`src/rtl/coffee_pkg.sv`:
```
// coffee_pkg: shared state encoding, price table and coin values for the coffee machine front end.
package coffee_pkg;
    typedef enum logic [1:0] {COLLECT, VEND, DONE} credit_state_t;
    localparam logic [3:0] PRICE [4] = '{4'd3, 4'd5, 4'd6, 4'd8};
    localparam logic [4:0] COIN_SMALL = 5'd1;
    localparam logic [4:0] COIN_LARGE = 5'd5;
endpackage

```
`src/rtl/debounce_pulse.sv`:
```
// debounce_pulse: synchronises a raw button, debounces it and emits one pulse per debounced press.
module debounce_pulse #(
    parameter int DEBOUNCE_CYCLES = 500000
) (
    input  logic clock,
    input  logic reset,
    input  logic raw,
    output logic level,
    output logic pulse
);
    localparam int CW = $clog2(DEBOUNCE_CYCLES + 1);
    logic s1, s2, level_q;
    logic [CW-1:0] cnt;
    always_ff @(posedge clock) begin
        if (reset) begin
            s1 <= 1'b0;
            s2 <= 1'b0;
            level <= 1'b0;
            level_q <= 1'b0;
            pulse <= 1'b0;
            cnt <= '0;
        end else begin
            s1 <= raw;
            s2 <= s1;
            level_q <= level;
            pulse <= level & ~level_q;
            // cnt holds how many consecutive samples so far disagreed with the accepted level
            if (s2 == level)
                cnt <= '0;
            else if (cnt == CW'(DEBOUNCE_CYCLES - 1)) begin
                level <= s2;
                cnt <= '0;
            end else
                cnt <= cnt + CW'(1);
        end
    end
endmodule

```
`src/rtl/coin_credit_unit.sv`:
```
// coin_credit_unit: debounced coin/start inputs, credit accumulation, price check, change and dispense handshake.
module coin_credit_unit
    import coffee_pkg::*;
#(
    parameter int DEBOUNCE_CYCLES = 500000,
    parameter int CREDIT_MAX = 10
) (
    input  logic       clock,
    input  logic       reset,
    input  logic       coin_100_raw,
    input  logic       coin_500_raw,
    input  logic       start_raw,
    input  logic [1:0] coffee_type,
    input  logic       dispense_ack,
    output logic [3:0] credit,
    output logic [3:0] change,
    output logic       dispense_req,
    output logic [1:0] dispense_type,
    output logic       coin_reject,
    output logic       insufficient
);
    credit_state_t state;
    logic c100, c500, start_p, accept;
    logic [4:0] coin_val, sum;
    logic [3:0] credit_new, price;

    debounce_pulse #(.DEBOUNCE_CYCLES(DEBOUNCE_CYCLES)) u_c100 (
        .clock(clock), .reset(reset), .raw(coin_100_raw), .level(), .pulse(c100));
    debounce_pulse #(.DEBOUNCE_CYCLES(DEBOUNCE_CYCLES)) u_c500 (
        .clock(clock), .reset(reset), .raw(coin_500_raw), .level(), .pulse(c500));
    debounce_pulse #(.DEBOUNCE_CYCLES(DEBOUNCE_CYCLES)) u_start (
        .clock(clock), .reset(reset), .raw(start_raw), .level(), .pulse(start_p));

    // The large coin wins a same-cycle tie; the small one is then reported as refused.
    always_comb begin
        coin_val = c500 ? COIN_LARGE : c100 ? COIN_SMALL : 5'd0;
        sum = {1'b0, credit} + coin_val;
        accept = (c500 | c100) && (sum <= 5'(CREDIT_MAX));
        credit_new = accept ? sum[3:0] : credit;
        price = PRICE[coffee_type];
    end

    always_ff @(posedge clock) begin
        if (reset) begin
            state <= COLLECT;
            credit <= '0;
            change <= '0;
            dispense_req <= 1'b0;
            dispense_type <= '0;
            coin_reject <= 1'b0;
            insufficient <= 1'b0;
        end else begin
            coin_reject <= 1'b0;
            insufficient <= 1'b0;
            case (state)
                COLLECT: begin
                    credit <= credit_new;
                    if (accept)
                        change <= '0;
                    coin_reject <= (c100 & c500) | ((c100 | c500) & ~accept);
                    if (start_p) begin
                        if (credit_new >= price) begin
                            change <= credit_new - price;
                            dispense_type <= coffee_type;
                            dispense_req <= 1'b1;
                            state <= VEND;
                        end else
                            insufficient <= 1'b1;
                    end
                end
                VEND: begin
                    coin_reject <= c100 | c500;
                    if (dispense_ack) begin
                        dispense_req <= 1'b0;
                        credit <= '0;
                        state <= DONE;
                    end
                end
                default: begin
                    coin_reject <= c100 | c500;
                    state <= COLLECT;
                end
            endcase
        end
    end
endmodule
```
`config.mk`:
```
export PLATFORM = sky130hd
export DESIGN_NAME = coin_credit_unit
export DESIGN_NICKNAME = d
export VERILOG_FILES = /design/src/rtl/coffee_pkg.sv /design/src/rtl/debounce_pulse.sv /design/src/rtl/coin_credit_unit.sv
export SDC_FILE = /design/constraint.sdc
export NUM_CORES = 1
export LEC_CHECK = 0
export CAP_MARGIN = 10
export CORE_AREA = 2 2 98 81
export DETAILED_ROUTE_END_ITERATION = 8
export DIE_AREA = 0 0 100 83
export PLACE_DENSITY_LB_ADDON = 0.15
export SLEW_MARGIN = 25
export SYNTH_ARGS = -nofsm -noshare
export SYNTH_HDL_FRONTEND = slang
export SYNTH_SLANG_ARGS = --single-unit
```
`constraint.sdc`:
```
create_clock -name clock -period 4.2 [get_ports clock]
set_input_delay 0.42 -clock clock [delete_from_list [all_inputs] [get_ports clock]]
set_output_delay 0.42 -clock clock [all_outputs]
set_load 0.02 [all_outputs]
```
==> flow_metrics.env, run 1 <==
export IMPL_track_usage=0.1759
export IMPL_rsz0062_at_grt="false"
export IMPL_tritoncts="yes"
export IMPL_final_common_cell="nor2_1"
export IMPL_swShare=0.2231
export IMPL_clock_path_buffers=2
export IMPL_ant_nets=0
export IMPL_use_met2=0.2690
export IMPL_dp_cells=537
export IMPL_setup_viol=0
export IMPL_grt_pass1_wl_um=12020
export IMPL_placementRows=28
export IMPL_drc=0
export IMPL_power_uw=1362
export IMPL_postPlaceCellArea_um2=4126
export IMPL_cp_end_kind="register"
export IMPL_grt_max_degree=24
export IMPL_cts_root_buf="clkbuf_8"
export IMPL_fin_area_um2=4283
export IMPL_cts_resized=0
export IMPL_port_buffers=20
export IMPL_busiest_layer="met2"
export IMPL_hold_path_cell_count=1
export IMPL_cts_sinks=87
export IMPL_vias_per_cell=5.154
export IMPL_fillers=665
export IMPL_pwr_share_comb=0.030
export IMPL_gp_congestion=0.8594
export IMPL_r2r_start="u_c500.pulse"
export IMPL_num_vias=2845
export IMPL_ys_seq_area_frac=0.4449
export IMPL_reg2regPathDepth=16
export IMPL_leakage_uw=0.001518
export IMPL_initial_core_util=0.5373
export IMPL_min_delay_path_class="reg -> reg"
export IMPL_wl_um=6699
export IMPL_synthArstFlopShare=0
export IMPL_hold_buffers=0
export IMPL_clk_latency_ps=350
export IMPL_status="finished, final reports clean"
export IMPL_drt_iter0_drc=77
export IMPL_ys_seq_elements=87
export IMPL_min_from="u_c100.level_q"
export IMPL_io_pins=21
export IMPL_worst_slew_pin_slew_ps=640.1
export IMPL_synth_edff_count=0
export IMPL_grt_pass1_vias=2729
export IMPL_critPathLaunch="u_c500.pulse"
export IMPL_r2r_end="dispense_type[1]"
export IMPL_cp_arrival_ps=4040
export IMPL_drive_gt1_frac=0.04329
export IMPL_required_ps=4440
export IMPL_final_cell_mix="89 x nor2_1, 87 x dfxtp_1, 32 x xor2_1"
export IMPL_cts_buffers=9
export IMPL_relSlewSlack=0.5700
export IMPL_reg2reg_slack_ps=400
export IMPL_synth_cell_area_um2=3915
export IMPL_synthCells=437
export IMPL_cts_setup_buffers=0
export IMPL_fin_crit_ps=3803
export IMPL_clk_pin_slew_ps=80
export IMPL_seq_power_share=0.609
export IMPL_layout_cells_non_filler=552
export IMPL_wl_per_cell_um=12.14
export IMPL_maxCapViolCount=0
export IMPL_syn_nets=459
export IMPL_avgSynthCellArea_um2=8.959
export IMPL_yosysWarnings=0
export IMPL_fin_nets=480
export IMPL_syn_to_final_growth_pct=9.396
export IMPL_fin_tns_setup_ps=0
export IMPL_p_per_area_nw_per_um2=318.0
export IMPL_overflow=0
export IMPL_use_met1=0.2371
export IMPL_period_share=0.9056
export IMPL_hold_slack_ps=385.2
export IMPL_startpoint_type="register"
export IMPL_core_area_um2=7287
export IMPL_die_y_um=83
export IMPL_synth_distinct_cells=49
export IMPL_antenna_found_initial=0
export IMPL_cp_max_fo=8
export IMPL_hold_violations=0
export IMPL_htreeDepth=3
export IMPL_clockPowerShare=0.361
export IMPL_vdd_drop_max_mv=0.1622
export IMPL_ys_flop_type="dfxtp_1"
export IMPL_die_area_um2=8300
export IMPL_use_met3=0.05976
export IMPL_slew_viol_final=0
export IMPL_die_x_um=100
export IMPL_path_class="reg -> reg"
export IMPL_dp_final_hpwl_um=4749
export IMPL_fmax_mhz=262.9
export IMPL_drt_first_pass_iters=4
export IMPL_whs_endpoint="u_c100.pulse"
export IMPL_p_int_uw=1058
export IMPL_skew_ps=9.915
export IMPL_p_sw_uw=303.9
export IMPL_antenna_cells=0
[metrics by stage]
step / worst slack [ps] / util
after detailed placement: 412.8 / 0.5663
after global placement: 562.0 / 0.5663
after floorplan: 802.1 / -
final: 396.7 / 0.5877
after global routing: 59.17 / 0.5877
after CTS: 402.8 / 0.5877
[power groups by stage]
stage	Clock (µW)	Combinational [µW]	Sequential, µW
finish	492	41.3	829
global route	542	47.1	830
CTS	507	41.9	829
detailed placement	0	41.8	849
global placement	0	40.5	849
floorplan	0	31.2	848
[layout make-up]
type	count	area, µm²	share of cell area
flip-flops and latches	87	1742	0.4067
well taps	90	112.6	0.02629
clock buffers	12	135.1	0.03155
repair buffers	21	207.7	0.04850
inverters	17	63.81	0.01490
multi-input cells	322	2001	0.4671
clock inverters	3	21.27	0.004966
[logic make-up (layout without fill, tap and decap cells)]
family / after synthesis / after routing / share of synthesized area
adders and majority gates: 14 / 14 / 0.04666
muxes: 6 / 6 / 0.01534
DFF: 87 / 87 / 0.4449
AOI/OAI and AO/OA: 30 / 30 / 0.05401
and+or+nand+nor: 216 / 216 / 0.2697
buffers and inverters: 28 / 53 / 0.04410
xor gates and xnor gates: 56 / 56 / 0.1253
[state kept, by name (all words and copies together), names as in the netlist, 2 cells and up]
name	cells
u_c100.cnt	19
u_c500.cnt	19
u_start.cnt	19
change	4
credit	4
dispense_type	2
state	2
[routing by layer]
layer / share of wire / up-vias
met5: 0 / -
met4: 0.0043 / 0
met3: 0.038 / 2
met2: 0.43 / 34
met1: 0.53 / 1293
li1: - / 1516
[worst max-delay path by stage]
| stage | endpoint | slack, ps | depth (start not counted) |
|---|---|---|---|
| detailed placement | dispense_type[1] | 410 | 16 |
| finish | dispense_type[1] | 400 | 16 |
| CTS | dispense_type[1] | 400 | 16 |
| global route | dispense_type[1] | 60 | 16 |
| global placement | dispense_type[0] | 560 | 16 |
| floorplan | dispense_type[0] | 800 | 16 |
[critical path: stages, from the launching register on]
cell,delay (ps)
dfxtp_1,340
nor2_1,120
inv_1,90
ha_1,220
ha_1,240
xnor2_1,300
a22o_1,230
o21a_1,240
mux2i_1,240
ha_1,190
inv_1,60
fa_1,450
a21oi_1,180
o211ai_1,190
nand3_1,310
mux2i_1,230
nor2_1,60
[synthesized netlist by cell type (all sizes together) (2+ instances only)]
cell type / number / area share
a21boi: 2 / 0.0038
a21oi: 5 / 0.0064
a31oi: 3 / 0.0048
a32o: 2 / 0.0051
and2: 2 / 0.0032
and3: 9 / 0.015
and4: 3 / 0.0070
buf: 8 / 0.022
clkbuf: 3 / 0.0054
dfxtp: 87 / 0.44
ha: 13 / 0.042
inv: 17 / 0.016
mux2i: 6 / 0.015
nand2: 26 / 0.025
nand2b: 5 / 0.0080
nand3: 27 / 0.035
nand3b: 3 / 0.0058
nand4: 14 / 0.022
nor2: 89 / 0.085
nor2b: 13 / 0.021
nor3: 12 / 0.017
nor4: 2 / 0.0032
nor4b: 4 / 0.0089
o21a: 3 / 0.0058
o21ai: 6 / 0.0086
o32ai: 2 / 0.0045
or4: 3 / 0.0058
xnor2: 24 / 0.054
xor2: 32 / 0.072
(Power assumes the default switching activity.)
==> run 2, diff against run 1 <==
--- a/config.mk
+++ b/config.mk
@@ -5,10 +5,11 @@
 export SDC_FILE = /design/constraint.sdc
 export NUM_CORES = 1
 export LEC_CHECK = 0
+export ABC_CLOCK_PERIOD_IN_PS = 4200
 export CAP_MARGIN = 10
-export CORE_AREA = 2 2 98 81
+export CORE_AREA = 2 2 95 78
 export DETAILED_ROUTE_END_ITERATION = 8
-export DIE_AREA = 0 0 100 83
+export DIE_AREA = 0 0 97 80
 export PLACE_DENSITY_LB_ADDON = 0.15
 export SLEW_MARGIN = 25
 export SYNTH_ARGS = -nofsm -noshare
==> flow_metrics.env, run 2 (synthesis results as in run 1) <==
export IMPL_status="finished, final reports clean"
export IMPL_final_cell_mix="89 x nor2_1, 87 x dfxtp_1, 32 x xor2_1"
export IMPL_io_pins=21
export IMPL_vdd_drop_max_mv=0.2261
export IMPL_layout_cells_non_filler=550
export IMPL_p_per_area_nw_per_um2=368.2
export IMPL_p_sw_uw=314.0
export IMPL_track_usage=0.1897
export IMPL_grt_pass1_vias=2738
export IMPL_cts_buffers=9
export IMPL_drive_gt1_frac=0.04968
export IMPL_cp_arrival_ps=4020
export IMPL_clk_pin_slew_ps=80
export IMPL_regArea_um2=1742
export IMPL_setup_viol=0
export IMPL_port_buffers=20
export IMPL_cts_setup_buffers=0
export IMPL_power_uw=1614
export IMPL_antenna_cells=0
export IMPL_core_area_um2=6790
export IMPL_hold_violations=0
export IMPL_fmax_mhz=264.2
export IMPL_fillers=558
export IMPL_wl_per_cell_um=12.41
export IMPL_fin_nets=480
export IMPL_slew_viol_final=0
export IMPL_clockPowerShare=0.461
export IMPL_clk_latency_ps=350
export IMPL_cp_end_kind="register"
export IMPL_initial_core_util=0.5766
export IMPL_skew_ps=8.269
export IMPL_fin_tns_setup_ps=0
export IMPL_wl_um=6827
export IMPL_fin_crit_ps=3785
export IMPL_drt_iter0_drc=128
export IMPL_hold_buffers=0
export IMPL_vias_per_cell=5.304
export IMPL_leakage_uw=0.001568
export IMPL_cts_sinks=87
export IMPL_relSlewSlack=0.5513
export IMPL_fin_area_um2=4383
export IMPL_placementRows=27
export IMPL_cts_root_buf="clkbuf_8"
export IMPL_startpoint_type="register"
export IMPL_swShare=0.1945
export IMPL_final_common_cell="nor2_1"
export IMPL_die_x_um=97
export IMPL_min_delay_path_class="reg -> reg"
export IMPL_ant_nets=0
export IMPL_pwr_share_comb=0.025
export IMPL_dp_final_hpwl_um=4672
export IMPL_grt_max_degree=29
export IMPL_postPlaceCellArea_um2=4123
export IMPL_cts_resized=0
export IMPL_largest_registers="u_c100.cnt x19, u_c500.cnt x19, u_start.cnt x19"
export IMPL_die_area_um2=7760
export IMPL_overflow=0
export IMPL_multi_input_area_um2=2001
export IMPL_drc=0
export IMPL_cp_max_fo=8
export IMPL_tritoncts="yes"
export IMPL_dp_cells=534
export IMPL_htreeDepth=3
export IMPL_seq_power_share=0.514
export IMPL_gp_congestion=0.8521
export IMPL_syn_to_final_growth_pct=11.95
export IMPL_drt_first_pass_iters=4
export IMPL_num_vias=2917
export IMPL_p_int_uw=1300
export IMPL_period_share=0.9011
export IMPL_clock_path_buffers=2
export IMPL_worst_slew_pin_slew_ps=673.1
export IMPL_path_class="reg -> reg"
export IMPL_die_y_um=80
export IMPL_rsz0062_at_grt="false"
export IMPL_hold_slack_ps=382.9
export IMPL_required_ps=4440
export IMPL_antenna_found_initial=0
export IMPL_maxCapViolCount=0
export IMPL_grt_pass1_wl_um=12040
-- run 2: cell count changes in the layout (fill, tap and decap cells not counted) --
cell and change:
bufinv_16 +4, clkinv_4 -1, clkbuf_1 -2
-- run 2: worst max-delay path, stage by stage (launching register included) --
cell      delay (ps)
dfxtp_1          340
nor2_1           130
inv_1             90
ha_1             220
ha_1             240
xnor2_1          330
a22o_1           250
o21a_1           230
mux2i_1          220
ha_1             180
inv_1             60
fa_1             440
a21oi_1          170
o211ai_1         190
nand3_1          310
mux2i_1          230
nor2_1            50
-- run 2: power by group through the flow --
stage / Clock [µW] / Sequential, µW / Combinational [µW]
5_1_grt: 796 / 830 / 46.5
4_1_cts: 763 / 830 / 41.3
6_report: 743 / 829 / 41.1
2_1_floorplan: 0 / 848 / 31.2
3_3_place_gp: 0 / 849 / 40.5
3_5_place_dp: 0 / 849 / 41.0
-- run 2: layout make-up --
cell class / count / area share
multi-input cells: 322 / 0.4565
clock inverters: 6 / 0.03026
flip-flops and latches: 87 / 0.3974
repair buffers: 21 / 0.04739
inverters: 17 / 0.01456
well taps: 87 / 0.02484
clock buffers: 10 / 0.02912
-- run 2: path summary, 6_finish.rpt --
| check | from | endpoint | slack [ps] | cells past startpoint |
|---|---|---|---|---|
| worst max register to register | u_c500.pulse | dispense_type[1] | 420 | 16 |
| worst max-delay path | u_c500.pulse | dispense_type[1] | 420 | 16 |
| worst min-delay path | u_c100.level_q | u_c100.pulse | 380 | 1 |
| worst min register to register | u_c100.level_q | u_c100.pulse | 380 | 1 |
-- run 2: layer usage --
metal / part of all wire / up-vias / GRT usage
met3: 0.039 / 8 / 0.06480
met2: 0.44 / 41 / 0.2986
met5: 0 / - / 0
met1: 0.51 / 1356 / 0.2497
li1: - / 1512 / -
met4: 0.011 / 0 / 0.05352
-- run 2: stage by stage --
step | util | setup slack, ps
6_report | 0.6455 | 415.3
5_1_grt | 0.6455 | 75.77
4_1_cts | 0.6455 | 408.3
3_5_place_dp | 0.6071 | 448.7
3_3_place_gp | 0.6071 | 554.6
2_1_floorplan | - | 802.1
